$ cat config.mk
export PLATFORM = sky130hd
export DESIGN_NAME = jtpang_busarb
export DESIGN_NICKNAME = d
export VERILOG_FILES = /design/src/rtl/jtpang_busarb.sv
export SDC_FILE = /design/constraint.sdc
export NUM_CORES = 1
export LEC_CHECK = 0
export CORE_ASPECT_RATIO = 2
export CORE_MARGIN = 2
export CORE_UTILIZATION = 39
export CTS_CLUSTER_SIZE = 25
export DETAILED_ROUTE_END_ITERATION = 6
export GPL_ROUTABILITY_DRIVEN = 0
export PLACE_DENSITY_LB_ADDON = 0.15
export SLEW_MARGIN = 20
export SYNTH_ARGS = -nofsm -noshare
export SYNTH_HDL_FRONTEND = slang
export SYNTH_SLANG_ARGS = --single-unit
$ cat constraint.sdc
create_clock -name clk -period 2.2 [get_ports clk]
set_input_delay 0.44 -clock clk [delete_from_list [all_inputs] [get_ports clk]]
set_output_delay 0.44 -clock clk [all_outputs]
set_load 0.005 [all_outputs]
$ cat src/rtl/jtpang_busarb.sv
// rtl/jtpang_busarb.sv - Z80 bus arbiter granting the bus to object DMA on idle-bus cycles
module jtpang_busarb #(
  parameter logic [15:0] TMAX   = 16'd4096,
  parameter logic [3:0]  MINGAP = 4'd2
) (
  input  logic clk,
  input  logic rst_n,
  input  logic cpu_cen,
  input  logic busrq,
  input  logic mreq_n,
  input  logic iorq_n,
  output logic busak_n,
  output logic cpu_hold,
  output logic dma_busy,
  output logic timeout
);

  typedef enum logic [2:0] {
    IDLE  = 3'd0,
    WAIT  = 3'd1,
    GRANT = 3'd2,
    REL   = 3'd3,
    GAP   = 3'd4
  } state_t;

  state_t      state, state_d;
  logic [15:0] tick_cnt, tick_cnt_d;
  logic [3:0]  gap_cnt, gap_cnt_d;
  logic        timeout_d;
  logic [1:0]  rst_sync;
  logic        run;
  logic        bus_idle;

  // The FSM only moves once reset release has crossed two flops.
  assign run      = rst_sync[1];
  assign bus_idle = mreq_n & iorq_n;

  // Reset deassertion synchroniser; assertion stays asynchronous.
  always_ff @(posedge clk or negedge rst_n) begin
    if (!rst_n) begin
      rst_sync <= 2'b00;
    end else begin
      rst_sync <= {rst_sync[0], 1'b1};
    end
  end

  // State, counters and registered outputs.
  always_ff @(posedge clk or negedge rst_n) begin
    if (!rst_n) begin
      state    <= IDLE;
      tick_cnt <= 16'd0;
      gap_cnt  <= 4'd0;
      timeout  <= 1'b0;
      busak_n  <= 1'b1;
      cpu_hold <= 1'b0;
      dma_busy <= 1'b0;
    end else begin
      state    <= state_d;
      tick_cnt <= tick_cnt_d;
      gap_cnt  <= gap_cnt_d;
      timeout  <= timeout_d;
      busak_n  <= (state_d != GRANT);
      cpu_hold <= (state_d == GRANT) || (state_d == REL);
      dma_busy <= (state_d == WAIT) || (state_d == GRANT) || (state_d == REL);
    end
  end

  // Next-state and counter logic; a busrq drop wins over a timeout on the same edge.
  always_comb begin
    state_d    = state;
    tick_cnt_d = tick_cnt;
    gap_cnt_d  = gap_cnt;
    timeout_d  = timeout;
    if (run) begin
      case (state)
        IDLE: begin
          if (busrq) state_d = WAIT;
        end
        WAIT: begin
          if (!busrq) begin
            state_d = IDLE;
          end else if (cpu_cen && bus_idle) begin
            state_d    = GRANT;
            tick_cnt_d = 16'd0;
          end
        end
        GRANT: begin
          if (cpu_cen && (tick_cnt != 16'hFFFF)) tick_cnt_d = tick_cnt + 16'd1;
          if (!busrq) begin
            state_d = REL;
          end else if (cpu_cen && (tick_cnt == TMAX - 16'd1)) begin
            state_d   = REL;
            timeout_d = 1'b1;
          end
        end
        REL: begin
          state_d   = GAP;
          gap_cnt_d = 4'd0;
        end
        GAP: begin
          if (MINGAP == 4'd0) begin
            state_d = IDLE;
          end else if (cpu_cen) begin
            if (gap_cnt == MINGAP - 4'd1) state_d = IDLE;
            else gap_cnt_d = gap_cnt + 4'd1;
          end
        end
        default: state_d = IDLE;
      endcase
    end
  end

endmodule
==> run metrics, run 1 <==
Buffers on Ports=9; Max Cap Viol=0; Unique masters post-synth=44; Min-Delay Path Class=reg2reg; Reg clk slew, reported paths=0.07 ns; gr usage total=17.6%; synthesis-to-layout area growth=15.3%; most frequent cells in the layout=28 x dfrtp_1, 24 x nand2_1, 17 x nor2_1; Synth Register Bits=29; Pre-antenna DRT Iters=4; Synth Warn #=0; placed cell count=243; fin worst setup slack=0.246 ns; WS Path Type=reg2reg; Initial Util=roughly 40%; H-tree depth=2; Max Root-Sink Buffers=2; DR vias=around 1,400; total CTS buffers=5; CTS Hold Bufs=0; final core utilization=between 40% and 50%; CTS tree=done; most common cell after layout, fill and taps aside=dfrtp_1; P_leak=0.840 nW; HPWL after DPL=2920 um; vias per cell=between 5 and 6; hold_ws=0.343 ns; fin. max-slew vios=0; setup TNS=0 ns; global-route wire length before repair=6530 um; Gate Count Post-Synth=approximately 180; Final Hold Vio Count=0; Max FO, Critical Path=11; Register-to-Register Path Depth=7; later-pin clock latency in the skew report=0.29 ns; Resized Gates After CTS=0; io pins=10; VDD IR max=396 uV; Routed WL=3880 um; num rows=34; die height=98.2 um; Remaining DRCs=0; number of global-route vias before repair=1,433; Setup crit start kind=flip-flop; pwr dens=863 nW/um^2; Root Buffer=clkbuf_8; dominant synthesized flop cell=dfrtp_1; layout cells sized above 1=16.2%; Final Setup Violations=0; wire length per cell=between 15 and 20 um; Placed Area=1910 um^2; CP Capture Type=flip-flop; fin crit share=about nine tenths; initial drt markers=39; CP Data Required Time=between 2 and 2.5 ns; dpl ws=-0.00514 ns; Arr. time, crit path=between 2 and 2.5 ns; Worst Skew=around 0.0072 ns; initial antenna violation count=0; Fmax=512 MHz; status=finished, final reports clean; Core ar.=4300 um^2; Design Area, Final=~2000 um^2; setup repair bufs after CTS=0; Min-Delay Path Depth=0; Post-Syn Area per Cell=9.78 um^2; Die Area=5020 um^2; largest net degree at the start of global routing=30; Netlist Area Pre-Place=1730 um^2; post-route minimum period=between 1.5 and 2 ns; sequential area share after synthesis=42.0%; fin cells=251; asr flop ratio synth=100%; Synthesized Nets=186; Fillers=418; Die Wd=51.1 um; Post-synth EDFFs=0; antenna fix cells=0; RSZ-0062 raised after global routing=no; clk sinks=29; total power=roughly 1.7 mW; Nets=205; GRT overflow=0; Post-DRT Antenna Nets=0
## worst max-delay path, cell delays in order, from the launching register on
cell and delay [ns]:
dfrtp_1 0.46, buf_4 0.19, and4bb_1 0.29, nand2_1 0.07, buf_4 0.19, o2bb2ai_1 0.15
or3_1 0.36, a21oi_1 0.15
## flip-flops by register name, indices dropped and copies added (netlist names)
signal    flops
tick_cnt     16
gap_cnt       4
state         3
rst_sync      2
busak_n       1
cpu_hold      1
dma_busy      1
timeout       1
## synth_stat cells (4+ instances only)
library cell / count / share of area [%]
o21ai_0: 6 / 1.7
and4_1: 7 / 3.5
buf_6: 4 / 2.6
xnor2_1: 12 / 6.1
nand2_1: 24 / 5.2
nor2_1: 17 / 3.7
nor3_1: 9 / 2.6
a21oi_1: 6 / 1.7
nand4_1: 6 / 2.2
dfrtp_1: 28 / 40
nand3_1: 9 / 2.6
## final cells by class
| class | count | area (um^2) | share of cell area [%] |
|---|---|---|---|
| sequential | 29 | 727 | 36.4 |
| multi-input combinational | 136 | 926 | 46.4 |
| clock buffer | 6 | 72.6 | 3.64 |
| timing repair buffer | 21 | 180 | 9.03 |
| clock inverter | 2 | 10.0 | 0.502 |
| inverter | 3 | 11.3 | 0.565 |
| tap | 54 | 67.6 | 3.39 |
## kinds of logic after synthesis
logic type | synth area share, %
xor+xnor | 6.07
mux | 0.578
fa+ha+maj | 2.17
buf+inv | 4.48
other cells | 0.217
compound gates | 15.5
flops | 42.0
simple gates | 28.9
## path summary, 6_finish.rpt
path	startpoint	end	slack, ns
max	state[2]	tick_cnt[6]	0.25
min	rst_sync[0]	rst_sync[1]	0.34
max reg2reg	state[2]	tick_cnt[6]	0.25
min reg2reg	rst_sync[0]	rst_sync[1]	0.34
max in group asynchronous	rst_n	busak_n	1.35
min in group asynchronous	rst_n	gap_cnt[1]	0.54
## routing by layer
metal	vias up	share of wire, %	GRT usage [%]
li1	670	-	-
met1	652	37	17.0
met2	28	56	31.8
met3	11	3.0	3.67
met4	0	4.0	11.6
met5	-	0	0
## report_power, final
part	leakage [nW]	switching, mW	total [mW]	internal [mW]
clock	0.0450	0.205	0.424	0.219
sequential	0.386	0.137	0.780	0.644
combinational	0.409	0.245	0.517	0.272
(Power assumes the default switching activity.)
==> inputs of run 2 (changes only) <==
--- a/config.mk
+++ b/config.mk
@@ -8,9 +8,9 @@
 export CORE_ASPECT_RATIO = 2
 export CORE_MARGIN = 2
 export CORE_UTILIZATION = 39
-export CTS_CLUSTER_SIZE = 25
 export DETAILED_ROUTE_END_ITERATION = 6
 export GPL_ROUTABILITY_DRIVEN = 0
+export GPL_TIMING_DRIVEN = 0
 export PLACE_DENSITY_LB_ADDON = 0.15
 export SLEW_MARGIN = 20
 export SYNTH_ARGS = -nofsm -noshare
==> run 2 against run 1 <==
  * Critical endpoint is now tick_cnt[15]
  * Highest routed layer unchanged
  * Power grew 1.2%
  * Largest power group unchanged
  * Routed wire length shrank 2.3%
  * Critical path depth shrank 1
  * Largest cell class unchanged
==> run metrics, run 2 (synthesis gave the netlist of run 1 again) <==
Resized Gates After CTS=0 (unchanged); fin crit share=91.3% (was 88.8%); WS Path Type=reg2reg (unchanged); Placed Area=1880 um^2 (was 1910 um^2); placed cell count=240 (was 243); setup repair bufs after CTS=0 (unchanged); hold_ws=0.178 ns (was 0.343 ns); Buffers on Ports=9 (unchanged); Initial Util=40.3% (unchanged); setup TNS=0 ns (unchanged); gr usage total=16.9% (was 17.6%); P_leak=0.819 nW (was 0.840 nW); CTS Hold Bufs=0 (unchanged); die height=98.2 um (unchanged); Final Setup Violations=0 (unchanged); VDD IR max=424 uV (was 396 uV); dpl ws=-0.156 ns (was -0.00514 ns); Worst Skew=0.00770 ns (was 0.00725 ns); status=finished, final reports clean (unchanged); Core ar.=4300 um^2 (unchanged); HPWL after DPL=2780 um (was 2920 um); Rel. slew slack=56.2%; Fmax=498 MHz (was 512 MHz); CP Capture Type=flip-flop (unchanged); most common cell after layout, fill and taps aside=dfrtp_1 (unchanged); post-route minimum period=2.01 ns (was 1.95 ns); RSZ-0062 raised after global routing=no (unchanged); Design Area, Final=1960 um^2 (was 1990 um^2); fin worst setup slack=0.191 ns (was 0.246 ns); Die Wd=51.1 um (unchanged); Crit-path slowest cell=dfrtp_1 (unchanged); antenna fix cells=0 (unchanged); wire length per cell=15.3 um (was 15.5 um); number of global-route vias before repair=1,378 (was 1,433); final core utilization=45.7% (was 46.4%); initial antenna violation count=0 (unchanged); clk sinks=29 (unchanged); initial drt markers=26 (was 39); critical path's largest stage delay=0.44 ns (was 0.46 ns); cell chain of the critical path=ha_1, and4_1, and4_2, a2111oi_2, xnor2_1, nor2_1 (was buf_4, and4bb_1, nand2_1, buf_4, o2bb2ai_1, or3_1, a21oi_1); Largest Register=tick_cnt (unchanged); later-pin clock latency in the skew report=0.28 ns (was 0.29 ns); Max Root-Sink Buffers=2 (unchanged); vias per cell=5.45 (was 5.42); Pre-antenna DRT Iters=4 (unchanged); most frequent cells in the layout=28 x dfrtp_1, 24 x nand2_1, 17 x nor2_1 (unchanged); Largest regs=tick_cnt: 16 flops, gap_cnt: 4 flops, state: 3 flops (unchanged); layout cells sized above 1=15.0% (was 16.2%); Max Cap Viol=0 (unchanged); synthesis-to-layout area growth=13.5% (was 15.3%); pwr dens=886 nW/um^2 (was 863 nW/um^2); Nets=201 (was 205); Final Hold Vio Count=0 (unchanged); max reg flops=16 (unchanged); Worst Tran Pin Value=about 0.66 ns; largest net degree at the start of global routing=30 (unchanged); Max FO, Critical Path=8 (was 11); Crit path buffers/inverters=0 (was 2); Min-Delay Path Class=in2async (was reg2reg); CTS tree=done (unchanged); H-tree depth=2 (unchanged); Top delay family on crit path=simple AND/OR/NAND/NOR gates (unchanged); fin. max-slew vios=0 (unchanged); io pins=10 (unchanged); total power=1.74 mW (was 1.72 mW); total CTS buffers=5 (unchanged); Root Buffer=clkbuf_8 (unchanged); DR vias=1,347 (was 1,361); global-route wire length before repair=6340 um (was 6530 um); Post-DRT Antenna Nets=0 (unchanged); num rows=34 (unchanged); Routed WL=3790 um (was 3880 um); Arr. time, crit path=2.17 ns (about the same); Remaining DRCs=0 (unchanged); Setup crit start kind=flip-flop (unchanged); GRT overflow=0 (unchanged); Reg clk slew, reported paths=0.07 ns (about the same); Die Area=5020 um^2 (unchanged); CP Data Required Time=2.36 ns (was 2.41 ns); fin cells=247 (was 251)
[run 2: per-layer routing]
metal	part of all wire, %	track usage [%]
met5	0	0
met2	56	31.6
met1	38	16.3
met4	3.6	9.15
met3	2.2	3.36
[run 2: worst paths after layout]
path / startpoint / endpoint / slack (ns) / cells past startpoint
max in group asynchronous: rst_n / tick_cnt[4] / 1.58 / 1
min in group clk: rst_sync[0] / rst_sync[1] / 0.35 / 0
setup / recovery: tick_cnt[1] / tick_cnt[15] / 0.19 / 6
setup reg to reg: tick_cnt[1] / tick_cnt[15] / 0.19 / 6
hold / removal: rst_n / gap_cnt[2] / 0.18 / 1
hold reg to reg: rst_sync[0] / rst_sync[1] / 0.35 / 0
[run 2: layout make-up]
class	count	area, um^2
Buffer	8	63.8
Clock buffer	6	72.6
Clock inverter	2	10.0
Fill cell	431	2330
Inverter	3	11.3
Multi-Input combinational cell	136	927
Sequential cell	29	727
Tap cell	54	67.6
Timing Repair Buffer	9	85.1
[run 2: worst register-to-register path, stage by stage (launching register included)]
cell	delay [ns]
dfrtp_1	0.44
ha_1	0.25
and4_1	0.31
and4_2	0.33
a2111oi_2	0.33
xnor2_1	0.17
nor2_1	0.06
[run 2: report_power, final]
group	internal, mW	switching, mW
logic	0.286	0.300
registers	0.644	0.0815
clock network	0.219	0.211
==> inputs of run 3 (changes only) <==
--- a/config.mk
+++ b/config.mk
@@ -6,7 +6,6 @@
 export NUM_CORES = 1
 export LEC_CHECK = 0
 export CORE_ASPECT_RATIO = 2
-export CORE_MARGIN = 2
 export CORE_UTILIZATION = 39
 export DETAILED_ROUTE_END_ITERATION = 6
 export GPL_ROUTABILITY_DRIVEN = 0
==> run 3 against run 2 <==
  * Cell count did not move
  * Worst setup slack lost 0.057 ns
  * Flip-flop and latch count unchanged
  * Hold slack better by 0.0046 ns
  * Critical path depth did not move
  * Via count increased by 3.6%
  * Clock power about the same
  * Register-to-register slack worse by 0.06 ns
  * Final area decreased by 0.13%
  * Maximum frequency is 2.8% lower
  * Sequential share of layout area is essentially flat
  * Combinational power increased by 0.9%
  * Critical path type unchanged
  * Largest power group unchanged
==> run metrics, run 3 (synthesis gave the netlist of run 1 again) <==
status=finished, final reports clean (unchanged); Fillers=433 (was 431); GRT overflow=0 (unchanged); CP Data Required Time=2.35 ns (was 2.36 ns); num rows=34 (unchanged); post-route minimum period=2.07 ns (was 2.01 ns); pwr dens=890 nW/um^2 (was 886 nW/um^2); largest net degree at the start of global routing=30 (unchanged); H-tree depth=2 (unchanged); max reg flops=16 (unchanged); most common cell after layout, fill and taps aside=dfrtp_1 (unchanged); Arr. time, crit path=2.22 ns (was 2.17 ns); Remaining DRCs=0 (unchanged); Reg clk slew, reported paths=0.07 ns (about the same); Nets=201 (unchanged); number of global-route vias before repair=1,448 (was 1,378); Die Area=4720 um^2 (was 5020 um^2); M1 WL=1410 um (was 1460 um); total CTS buffers=5 (unchanged); cell chain of the critical path=ha_1, and4_1, and4_1, a2111oi_2, xnor2_1, nor2_1 (was ha_1, and4_1, and4_2, a2111oi_2, xnor2_1, nor2_1); Setup crit start kind=flip-flop (unchanged); fin crit share=93.9% (was 91.3%); initial drt markers=23 (was 26); Largest Register=tick_cnt (unchanged); CP Capture Type=flip-flop (unchanged); Initial Util=40.3% (unchanged); vias per cell=5.65 (was 5.45); Final Hold Vio Count=0 (unchanged); Max Cap Viol=0 (unchanged); antenna fix cells=0 (unchanged); fin cells=247 (unchanged); met3 WL post-DR=100 um (was 85 um); total power=1.75 mW (was 1.74 mW); DR vias=1,395 (was 1,347); Fmax=484 MHz (was 498 MHz); Buffers on Ports=9 (unchanged); CTS tree=done (unchanged); RSZ-0062 raised after global routing=no (unchanged); P_leak=0.816 nW (was 0.819 nW); global-route wire length before repair=6600 um (was 6340 um); HPWL after DPL=2810 um (was 2780 um); Worst Skew=0.00856 ns (was 0.00770 ns); synthesis-to-layout area growth=13.4% (was 13.5%); gr usage total=18.6% (was 16.9%); Root Buffer=clkbuf_8 (unchanged); WS Path Type=reg2reg (unchanged); Pre-antenna DRT Iters=4 (unchanged); die height=96.2 um (was 98.2 um); wire length per cell=15.5 um (was 15.3 um); layout cells sized above 1=14.0% (was 15.0%); critical path's largest stage delay=0.43 ns (was 0.44 ns); routed wl met2=2210 um (was 2110 um); fin. max-slew vios=0 (unchanged); Max FO, Critical Path=8 (unchanged); Max Root-Sink Buffers=2 (unchanged); Crit path buffers/inverters=0 (unchanged); VDD IR max=525 uV (was 424 uV); io pins=10 (unchanged); Rel. slew slack=56.0% (was 56.2%); Die Wd=49.1 um (was 51.1 um); Post-DRT Antenna Nets=0 (unchanged); initial antenna violation count=0 (unchanged); Routed WL=3830 um (was 3790 um); Worst Tran Pin Value=0.660 ns (was 0.657 ns); setup repair bufs after CTS=0 (unchanged); Core ar.=4300 um^2 (unchanged); Crit-path slowest cell=dfrtp_1 (unchanged); most frequent CP cell=and4_1; Reg area=727 um^2 (unchanged); Final Setup Violations=0 (unchanged); placed cell count=240 (unchanged); highest metal layer with signal wires=met4 (unchanged); clk sinks=29 (unchanged); reg2reg setup slack=0.13 ns (was 0.19 ns); Top delay family on crit path=simple AND/OR/NAND/NOR gates (unchanged); Largest regs=tick_cnt: 16 flops, gap_cnt: 4 flops, state: 3 flops (unchanged); later-pin clock latency in the skew report=0.28 ns (about the same); Min-Delay Path Class=in2async (unchanged); most frequent cells in the layout=28 x dfrtp_1, 24 x nand2_1, 17 x nor2_1 (unchanged); multi-input logic area=926 um^2 (was 927 um^2)
## run 3: cell count changes in the layout (fill, tap and decap cells not counted)
cell | previous run | this run
clkbuf_2 | 1 | 0
clkbuf_1 | 2 | 3
and4_1 | 6 | 7
and4_2 | 1 | 0
## run 3: worst paths after layout
| path | start | cells after the start | to |
|---|---|---|---|
| max | tick_cnt[0] | 6 | tick_cnt[15] |
| min | rst_n | 1 | gap_cnt[1] |
| max reg2reg | tick_cnt[0] | 6 | tick_cnt[15] |
| min reg2reg | rst_sync[0] | 0 | rst_sync[1] |
| max in group asynchronous | rst_n | 1 | tick_cnt[8] |
| min in group clk | rst_sync[0] | 0 | rst_sync[1] |
## run 3: report_power, final
part | switching (mW) | internal (mW)
logic | 0.305 | 0.286
clock network | 0.212 | 0.219
registers | 0.0810 | 0.644
total | 0.598 | 1.15
## run 3: cell type report
type | instances | area share (%)
repair buffers | 9 | 4.34
well taps | 54 | 3.44
plain buffers | 8 | 3.19
flip-flops and latches | 29 | 37.1
clock inverters | 2 | 0.510
inverters | 3 | 0.574
multi-input cells | 136 | 47.2
clock buffers | 6 | 3.70
## run 3: routing by layer
metal / GRT usage (%) / vias to the layer above
met1: 18.2 / 682
li1: - / 663
met4: 11.3 / 0
met2: 35.7 / 38
met3: 2.84 / 12
met5: 0 / -
## run 3: timing repair
item | 4_1_cts | 5_1_grt
hold buffers | 0 | 0
resized for setup | 0 | 0
setup endpoints to repair | 0 | 13
## run 3: per-stage QoR
stage / instance area, um^2 / util [%] / setup TNS [ns] / setup slack (ns) / hold slack, ns
final: 1960 / 45.7 / 0 / 0.134 / 0.182
after CTS: 1970 / 45.7 / 0 / 0.0544 / 0.217
after detailed placement: 1880 / 43.8 / -1.46 / -0.148 / 0.342
after global placement: 1890 / 43.9 / -1.48 / -0.151 / 0.332
after floorplan: 1730 / - / 0 / 0.302 / 0.144
after global routing: 1960 / 45.7 / 0 / 0.000435 / 0.223
## run 3: worst reg2reg max path, delay by kind of cell, from the launching register on
kind / cells / cell delay [ns]
xor+xnor: 1 / 0.17
flops: 1 / 0.43
simple gates: 3 / 0.71
compound gates: 1 / 0.37
fa+ha+maj: 1 / 0.26
